<file path="src/rtl/clock_set_ctrl.sv">
// HH:MM:SS timekeeper with RUN -> SET_HOURS -> SET_MINUTES editing, key press edges and hold-to-repeat.
// Outputs are registered and update on the edge that samples the key. There is no backpressure: key levels are sampled every cycle.
module clock_set_ctrl #(
    parameter int unsigned TICK_DIV     = 50000000,
    parameter int unsigned REPEAT_DELAY = 25000000,
    parameter int unsigned REPEAT_RATE  = 10000000,
    parameter int unsigned BLINK_DIV    = 12500000
) (
    input  logic       clk_i,
    input  logic       rstn_i,
    input  logic       mode_key_i,
    input  logic       inc_key_i,
    input  logic       dec_key_i,
    output logic [4:0] hours_o,
    output logic [5:0] minutes_o,
    output logic [5:0] seconds_o,
    output logic [1:0] mode_o,
    output logic       blink_o,
    output logic       tick_o
);

    typedef enum logic [1:0] {
        ST_RUN         = 2'd0,
        ST_SET_HOURS   = 2'd1,
        ST_SET_MINUTES = 2'd2
    } state_t;

    localparam logic [31:0] LP_TICK_MAX  = 32'(TICK_DIV - 1);
    localparam logic [31:0] LP_REP_FIRST = 32'(REPEAT_DELAY);
    localparam logic [31:0] LP_REP_WRAP  = 32'(REPEAT_DELAY + REPEAT_RATE);
    localparam logic [31:0] LP_BLINK_MAX = 32'(BLINK_DIV - 1);

    state_t      r_state;
    state_t      w_state_nxt;

    logic        r_mode_q;
    logic        r_inc_q;
    logic        r_dec_q;
    logic [31:0] r_presc;
    logic        r_tick;
    logic [31:0] r_hold;
    logic        r_hold_act;
    logic        r_hold_up;
    logic [31:0] r_blink_cnt;
    logic        r_blink;
    logic [4:0]  r_hours;
    logic [5:0]  r_minutes;
    logic [5:0]  r_seconds;

    logic        w_mode_press;
    logic        w_inc_press;
    logic        w_dec_press;
    logic        w_in_set;
    logic        w_both;
    logic        w_tick;
    logic        w_held_key;
    logic [31:0] w_hold_inc;
    logic [31:0] w_hold_nxt;
    logic        w_hold_act_nxt;
    logic        w_hold_up_nxt;
    logic        w_step_up;
    logic        w_step_dn;
    logic [4:0]  w_hours_inc;
    logic [4:0]  w_hours_dec;
    logic [5:0]  w_min_inc;
    logic [5:0]  w_min_dec;
    logic [5:0]  w_sec_inc;

    assign w_mode_press = mode_key_i & ~r_mode_q;
    assign w_inc_press  = inc_key_i & ~r_inc_q;
    assign w_dec_press  = dec_key_i & ~r_dec_q;
    assign w_in_set     = (r_state != ST_RUN);
    assign w_both       = inc_key_i & dec_key_i;
    assign w_tick       = (r_state == ST_RUN) && (r_presc == LP_TICK_MAX);
    assign w_held_key   = r_hold_up ? inc_key_i : dec_key_i;
    assign w_hold_inc   = r_hold + 32'd1;

    assign w_hours_inc = (r_hours == 5'd23) ? 5'd0 : r_hours + 5'd1;
    assign w_hours_dec = (r_hours == 5'd0) ? 5'd23 : r_hours - 5'd1;
    assign w_min_inc   = (r_minutes == 6'd59) ? 6'd0 : r_minutes + 6'd1;
    assign w_min_dec   = (r_minutes == 6'd0) ? 6'd59 : r_minutes - 6'd1;
    assign w_sec_inc   = (r_seconds == 6'd59) ? 6'd0 : r_seconds + 6'd1;

    always_ff @(posedge clk_i or negedge rstn_i) begin
        if (!rstn_i) begin
            r_state <= ST_RUN;
        end else begin
            r_state <= w_state_nxt;
        end
    end

    always_comb begin
        w_state_nxt = r_state;
        if (w_mode_press) begin
            case (r_state)
                ST_RUN:         w_state_nxt = ST_SET_HOURS;
                ST_SET_HOURS:   w_state_nxt = ST_SET_MINUTES;
                default:        w_state_nxt = ST_RUN;
            endcase
        end
    end

    // Once the first repeat has fired the hold counter cycles REPEAT_DELAY..REPEAT_DELAY+REPEAT_RATE-1,
    // so it stays bounded however long the key is held.
    always_comb begin
        w_hold_nxt     = 32'd0;
        w_hold_act_nxt = 1'b0;
        w_hold_up_nxt  = r_hold_up;
        w_step_up      = 1'b0;
        w_step_dn      = 1'b0;
        if (w_in_set && !w_mode_press && !w_both) begin
            if (w_inc_press) begin
                w_step_up      = 1'b1;
                w_hold_act_nxt = 1'b1;
                w_hold_up_nxt  = 1'b1;
            end else if (w_dec_press) begin
                w_step_dn      = 1'b1;
                w_hold_act_nxt = 1'b1;
                w_hold_up_nxt  = 1'b0;
            end else if (r_hold_act && w_held_key) begin
                w_hold_act_nxt = 1'b1;
                if (w_hold_inc == LP_REP_WRAP) begin
                    w_hold_nxt = LP_REP_FIRST;
                    w_step_up  = r_hold_up;
                    w_step_dn  = ~r_hold_up;
                end else begin
                    w_hold_nxt = w_hold_inc;
                    if (w_hold_inc == LP_REP_FIRST) begin
                        w_step_up = r_hold_up;
                        w_step_dn = ~r_hold_up;
                    end
                end
            end
        end
    end

    always_ff @(posedge clk_i or negedge rstn_i) begin
        if (!rstn_i) begin
            r_mode_q   <= 1'b0;
            r_inc_q    <= 1'b0;
            r_dec_q    <= 1'b0;
            r_hold     <= 32'd0;
            r_hold_act <= 1'b0;
            r_hold_up  <= 1'b0;
        end else begin
            r_mode_q   <= mode_key_i;
            r_inc_q    <= inc_key_i;
            r_dec_q    <= dec_key_i;
            r_hold     <= w_hold_nxt;
            r_hold_act <= w_hold_act_nxt;
            r_hold_up  <= w_hold_up_nxt;
        end
    end

    // The prescaler idles at 0 in the set states, so RUN always restarts a full second.
    always_ff @(posedge clk_i or negedge rstn_i) begin
        if (!rstn_i) begin
            r_presc <= 32'd0;
            r_tick  <= 1'b0;
        end else begin
            r_tick <= w_tick;
            if (r_state != ST_RUN || w_tick) begin
                r_presc <= 32'd0;
            end else begin
                r_presc <= r_presc + 32'd1;
            end
        end
    end

    always_ff @(posedge clk_i or negedge rstn_i) begin
        if (!rstn_i) begin
            r_hours   <= 5'd0;
            r_minutes <= 6'd0;
            r_seconds <= 6'd0;
        end else if (w_tick) begin
            r_seconds <= w_sec_inc;
            if (r_seconds == 6'd59) begin
                r_minutes <= w_min_inc;
                if (r_minutes == 6'd59) begin
                    r_hours <= w_hours_inc;
                end
            end
        end else begin
            if (r_state == ST_SET_MINUTES && w_mode_press) begin
                r_seconds <= 6'd0;
            end
            if (r_state == ST_SET_HOURS) begin
                if (w_step_up) begin
                    r_hours <= w_hours_inc;
                end else if (w_step_dn) begin
                    r_hours <= w_hours_dec;
                end
            end
            if (r_state == ST_SET_MINUTES) begin
                if (w_step_up) begin
                    r_minutes <= w_min_inc;
                end else if (w_step_dn) begin
                    r_minutes <= w_min_dec;
                end
            end
        end
    end

    // Entering a set state restarts the blink phase with the field visible.
    always_ff @(posedge clk_i or negedge rstn_i) begin
        if (!rstn_i) begin
            r_blink_cnt <= 32'd0;
            r_blink     <= 1'b1;
        end else if (w_state_nxt == ST_RUN || w_state_nxt != r_state) begin
            r_blink_cnt <= 32'd0;
            r_blink     <= 1'b1;
        end else if (r_blink_cnt == LP_BLINK_MAX) begin
            r_blink_cnt <= 32'd0;
            r_blink     <= ~r_blink;
        end else begin
            r_blink_cnt <= r_blink_cnt + 32'd1;
        end
    end

    assign hours_o   = r_hours;
    assign minutes_o = r_minutes;
    assign seconds_o = r_seconds;
    assign mode_o    = r_state;
    assign blink_o   = r_blink;
    assign tick_o    = r_tick;

endmodule
</file>
<file path="config.mk">
export PLATFORM = sky130hd
export DESIGN_NAME = clock_set_ctrl
export DESIGN_NICKNAME = d
export VERILOG_FILES = /design/src/rtl/clock_set_ctrl.sv
export SDC_FILE = /design/constraint.sdc
export NUM_CORES = 1
export LEC_CHECK = 0
export CORE_UTILIZATION = 56
export DETAILED_ROUTE_END_ITERATION = 8
export PLACE_DENSITY = 0.81
export SYNTH_ARGS = -nofsm -noshare
export SYNTH_HDL_FRONTEND = slang
export SYNTH_SLANG_ARGS = --single-unit
export TNS_END_PERCENT = 100
</file>
<file path="constraint.sdc">
create_clock -name clk_i -period 3.7 [get_ports clk_i]
set_clock_uncertainty 0.05 [all_clocks]
set_input_delay 0.74 -clock clk_i [delete_from_list [all_inputs] [get_ports clk_i]]
set_output_delay 0.74 -clock clk_i [all_outputs]
set_load 0.02 [all_outputs]
</file>
==> results.sh <==
export IMPL_multi_input_area_um2=3751
export IMPL_coreArea_um2=12110
export IMPL_dp_slack_ns=0.02679
export IMPL_finalCritPeriodShare_pct=96.68
export IMPL_synth_flop_cell="dfrtp_1"
export IMPL_htreeDepth=4
export IMPL_worstPathRequired_ns=4.00
export IMPL_syn_cell_area_um2=7008
export IMPL_first_global_vias=5903
export IMPL_async_flop_share_pct=100.0
export IMPL_die_height_um=113.9
export IMPL_syn_area_per_cell_um2=8.793
export IMPL_path_clk_slew_ns=0.06
export IMPL_cellPowerDensity_nw_per_um2=496.6
export IMPL_r2r_cells=10
export IMPL_p_int_mw=2.771
export IMPL_setup_viol=0
export IMPL_synth_distinct_cells=71
export IMPL_wl_mm=16.38
export IMPL_std_cell_rows=40
export IMPL_post_route_drc_count=0
export IMPL_worstPathArrival_ns=3.88
export IMPL_power_switching_share_pct=31.49
export IMPL_power_switching_mw=1.274
export IMPL_n_antenna_cell=0
export IMPL_timing_rr_start="r_hold[0]"
export IMPL_crit_start="r_hold[0]"
export IMPL_vias=6111
export IMPL_r2r_end="hours_o[4]"
export IMPL_first_iter_violations=624
export IMPL_cts_buffer_depth=2
export IMPL_die_w_um=113.9
export IMPL_power_mw=4.045
export IMPL_grt_pass1_wl_mm=27.76
export IMPL_crit_slowest_cell="or4b_1"
export IMPL_slowest_delay_ns=0.60
export IMPL_grt_max_degree=65
export IMPL_gp_congestion=0.9533
export IMPL_min_path_type="primary input to asynchronous set/reset pin"
export IMPL_rsz0062_at_grt="false"
export IMPL_cts_sinks=122
export IMPL_syn_inst=797
export IMPL_io_buffers=25
export IMPL_ant_nets=0
export IMPL_rrSetupSlack_ns=0.12
export IMPL_layout_min_cycle_time_ns=3.577
export IMPL_final_cells=1022
export IMPL_root_buffer="clkbuf_16"
export IMPL_report_final_slew_viol_count=0
export IMPL_max_freq_mhz=279.6
export IMPL_worst_pin_slew_ns=0.7845
export IMPL_wl_per_cell_um=16.03
export IMPL_timing_final_ws_setup_ns=0.1228
export IMPL_hold_viol=0
export IMPL_seq_power_share_pct=40.0
export IMPL_synth_edf_count=0
export IMPL_regArea_um2=3057
export IMPL_start_util_pct=57.86
export IMPL_placed_cells=989
export IMPL_cts_tree="yes"
export IMPL_pwr_share_comb_pct=20.4
export IMPL_worstSetupEndpointType="flip-flop"
export IMPL_finalSetupTns_ns=0
export IMPL_clock_power_share_pct=39.6
export IMPL_status="finished, final reports clean"
export IMPL_grt_ovfl_total=0
export IMPL_dr_pass1_iters=5
export IMPL_nets=855
export IMPL_yosysSeqAreaShare_pct=43.58
export IMPL_numCtsBuffers=17
export IMPL_dp_final_hpwl_mm=11.57
export IMPL_worstSetupPathType="flip-flop to flip-flop"
export IMPL_synthToLayoutAreaGrowth_pct=16.23
export IMPL_drive_gt1_share_pct=10.07
export IMPL_critPathMaxFanout=8
export IMPL_nFillCells=969
export IMPL_crit_end="hours_o[4]"
export IMPL_fin_hold_ws_ns=0.3380
export IMPL_vias_per_cell=5.979
export IMPL_antenna_found_initial=0
export IMPL_track_usage_pct=27.18
export IMPL_p_leak_nw=3.246
export IMPL_cp_cell_sequence="ha_2, and3_2, mux2i_1, a31oi_1, or4b_1, or4b_4, a211oi_4, nor2_2, o41a_1, o22ai_1"
export IMPL_ir_drop_mv=0.3615
export IMPL_ys_warn_count=0
export IMPL_ioPinCount=26
export IMPL_drv_cap=0
export IMPL_synth_seq_cells=122
export IMPL_synth_nets=811
export IMPL_clock_latency_ns=0.43
export IMPL_die_area_um2=12970
export IMPL_setup_worst_path_start_class="flip-flop"
export IMPL_slew_headroom_pct=47.22
-- worst min path at each step --
stage	slack (ns)	end	startpoint	cells after the start
global placement	0.41	r_blink_cnt[0]	r_blink_cnt[0]	1
floorplan	0.39	hours_o[0]	rstn_i	0
detailed placement	0.42	r_blink_cnt[0]	r_blink_cnt[0]	1
global route	0.41	r_blink_cnt[31]	rstn_i	1
CTS	0.37	r_blink_cnt[30]	rstn_i	1
finish	0.34	r_blink_cnt[30]	rstn_i	1
-- flip-flops by register name, indices dropped and copies added, names as in the netlist --
register	count
r_presc	32
r_mode_q	1
tick_o	1
minutes_o	6
r_hold_act	1
seconds_o	6
r_hold_up	1
hours_o	5
blink_o	1
r_hold	32
r_blink_cnt	32
r_inc_q	1
r_dec_q	1
mode_o	2
-- synth_stat cells (4+ instances only) --
cell | instances | share of area, %
nor2b_1 | 4 | 0.36
and2_1 | 5 | 0.45
nor2_1 | 129 | 6.9
nor3_1 | 22 | 1.6
nor4_1 | 13 | 1.2
or3_1 | 13 | 1.2
nand2_1 | 72 | 3.9
or4_1 | 6 | 0.64
clkbuf_1 | 17 | 0.91
nor3b_1 | 5 | 0.54
a21oi_1 | 35 | 2.5
xnor2_1 | 36 | 4.5
or2_2 | 4 | 0.36
nand4_1 | 28 | 2.5
mux2i_1 | 6 | 0.86
and3_1 | 17 | 1.5
o31ai_1 | 5 | 0.54
buf_2 | 6 | 0.43
dfrtp_1 | 121 | 43
a31oi_1 | 6 | 0.54
nand3_1 | 44 | 3.1
inv_1 | 28 | 1.5
a211oi_1 | 5 | 0.54
o21ai_0 | 32 | 2.3
and4_1 | 9 | 1.1
nand2b_1 | 10 | 0.89
o22ai_1 | 6 | 0.54
ha_1 | 9 | 1.6
xor2_1 | 46 | 5.7
-- metrics by stage --
step	area [µm²]	utilization (%)
after floorplan	7008	-
after global placement	7541	62.26
after detailed placement	7541	62.26
after CTS	8114	66.99
after global routing	8145	67.25
final	8145	67.25
-- power by group through the flow --
stage	combinational [mW]	clock (mW)	sequential (mW)
6_report	0.825	1.60	1.62
5_1_grt	0.907	1.68	1.64
4_1_cts	0.826	1.62	1.61
3_5_place_dp	0.815	0	1.63
3_3_place_gp	0.791	0	1.62
2_1_floorplan	0.405	0	1.68
-- placed cells by master (no fill, tap or decap), types with 22 or more instances in the layout --
cell type and n:
clkdlybuf4s50_1 24, nand3_1 44, o21ai_0 32, a21oi_1 35
inv_1 28, xor2_1 46, nor3_1 22, buf_4 28
nand2_1 72, nor2_1 129, xnor2_1 36, dfrtp_1 119
nand4_1 28
-- cell type report --
cell class / instances / share of cell area [%]
Clock buffer: 20 / 5.484
Inverter: 28 / 1.290
Tap cell: 168 / 2.581
Clock inverter: 12 / 1.536
Multi-Input combinational cell: 620 / 46.05
Timing Repair Buffer: 52 / 5.530
Sequential cell: 122 / 37.53
-- timing repair --
item,in CTS,in global routing
pin swaps,0,1
hold buffers,0,0
resized for setup,1,6
buffers inserted,0,1
setup endpoints to repair,1,11
-- worst max-delay path, delay by kind of cell (launching register included) --
kind	cells	cell delay [ns]
DFF	1	0.43
adders and majority gates	1	0.24
AOI/OAI and AO/OA	4	0.93
and+or+nand+nor	4	1.63
muxes	1	0.20
-- cells by family (layout without fill, tap and decap cells) --
| logic type | count (synthesis) | count (layout) | synth area share [%] |
|---|---|---|---|
| flip-flops | 122 | 122 | 43.58 |
| AO/OA/AOI/OAI | 124 | 124 | 11.37 |
| XOR/XNOR | 82 | 82 | 10.25 |
| buffers and inverters | 55 | 112 | 3.214 |
| multiplexers | 6 | 6 | 0.8570 |
| AND/OR/NAND/NOR | 399 | 399 | 29.12 |
| adder cells (fa/ha/maj) | 9 | 9 | 1.607 |
-- layer usage --
| layer | up-vias | GRT usage, % | part of all wire (%) |
|---|---|---|---|
| met5 | - | 0 | 0 |
| met4 | 0 | 10.48 | 2.0 |
| met3 | 34 | 7.226 | 5.7 |
| met2 | 207 | 44.27 | 48 |
| li1 | 2905 | - | - |
| met1 | 2965 | 34.78 | 44 |
No activity file was read; power rests on OpenSTA's default activity.
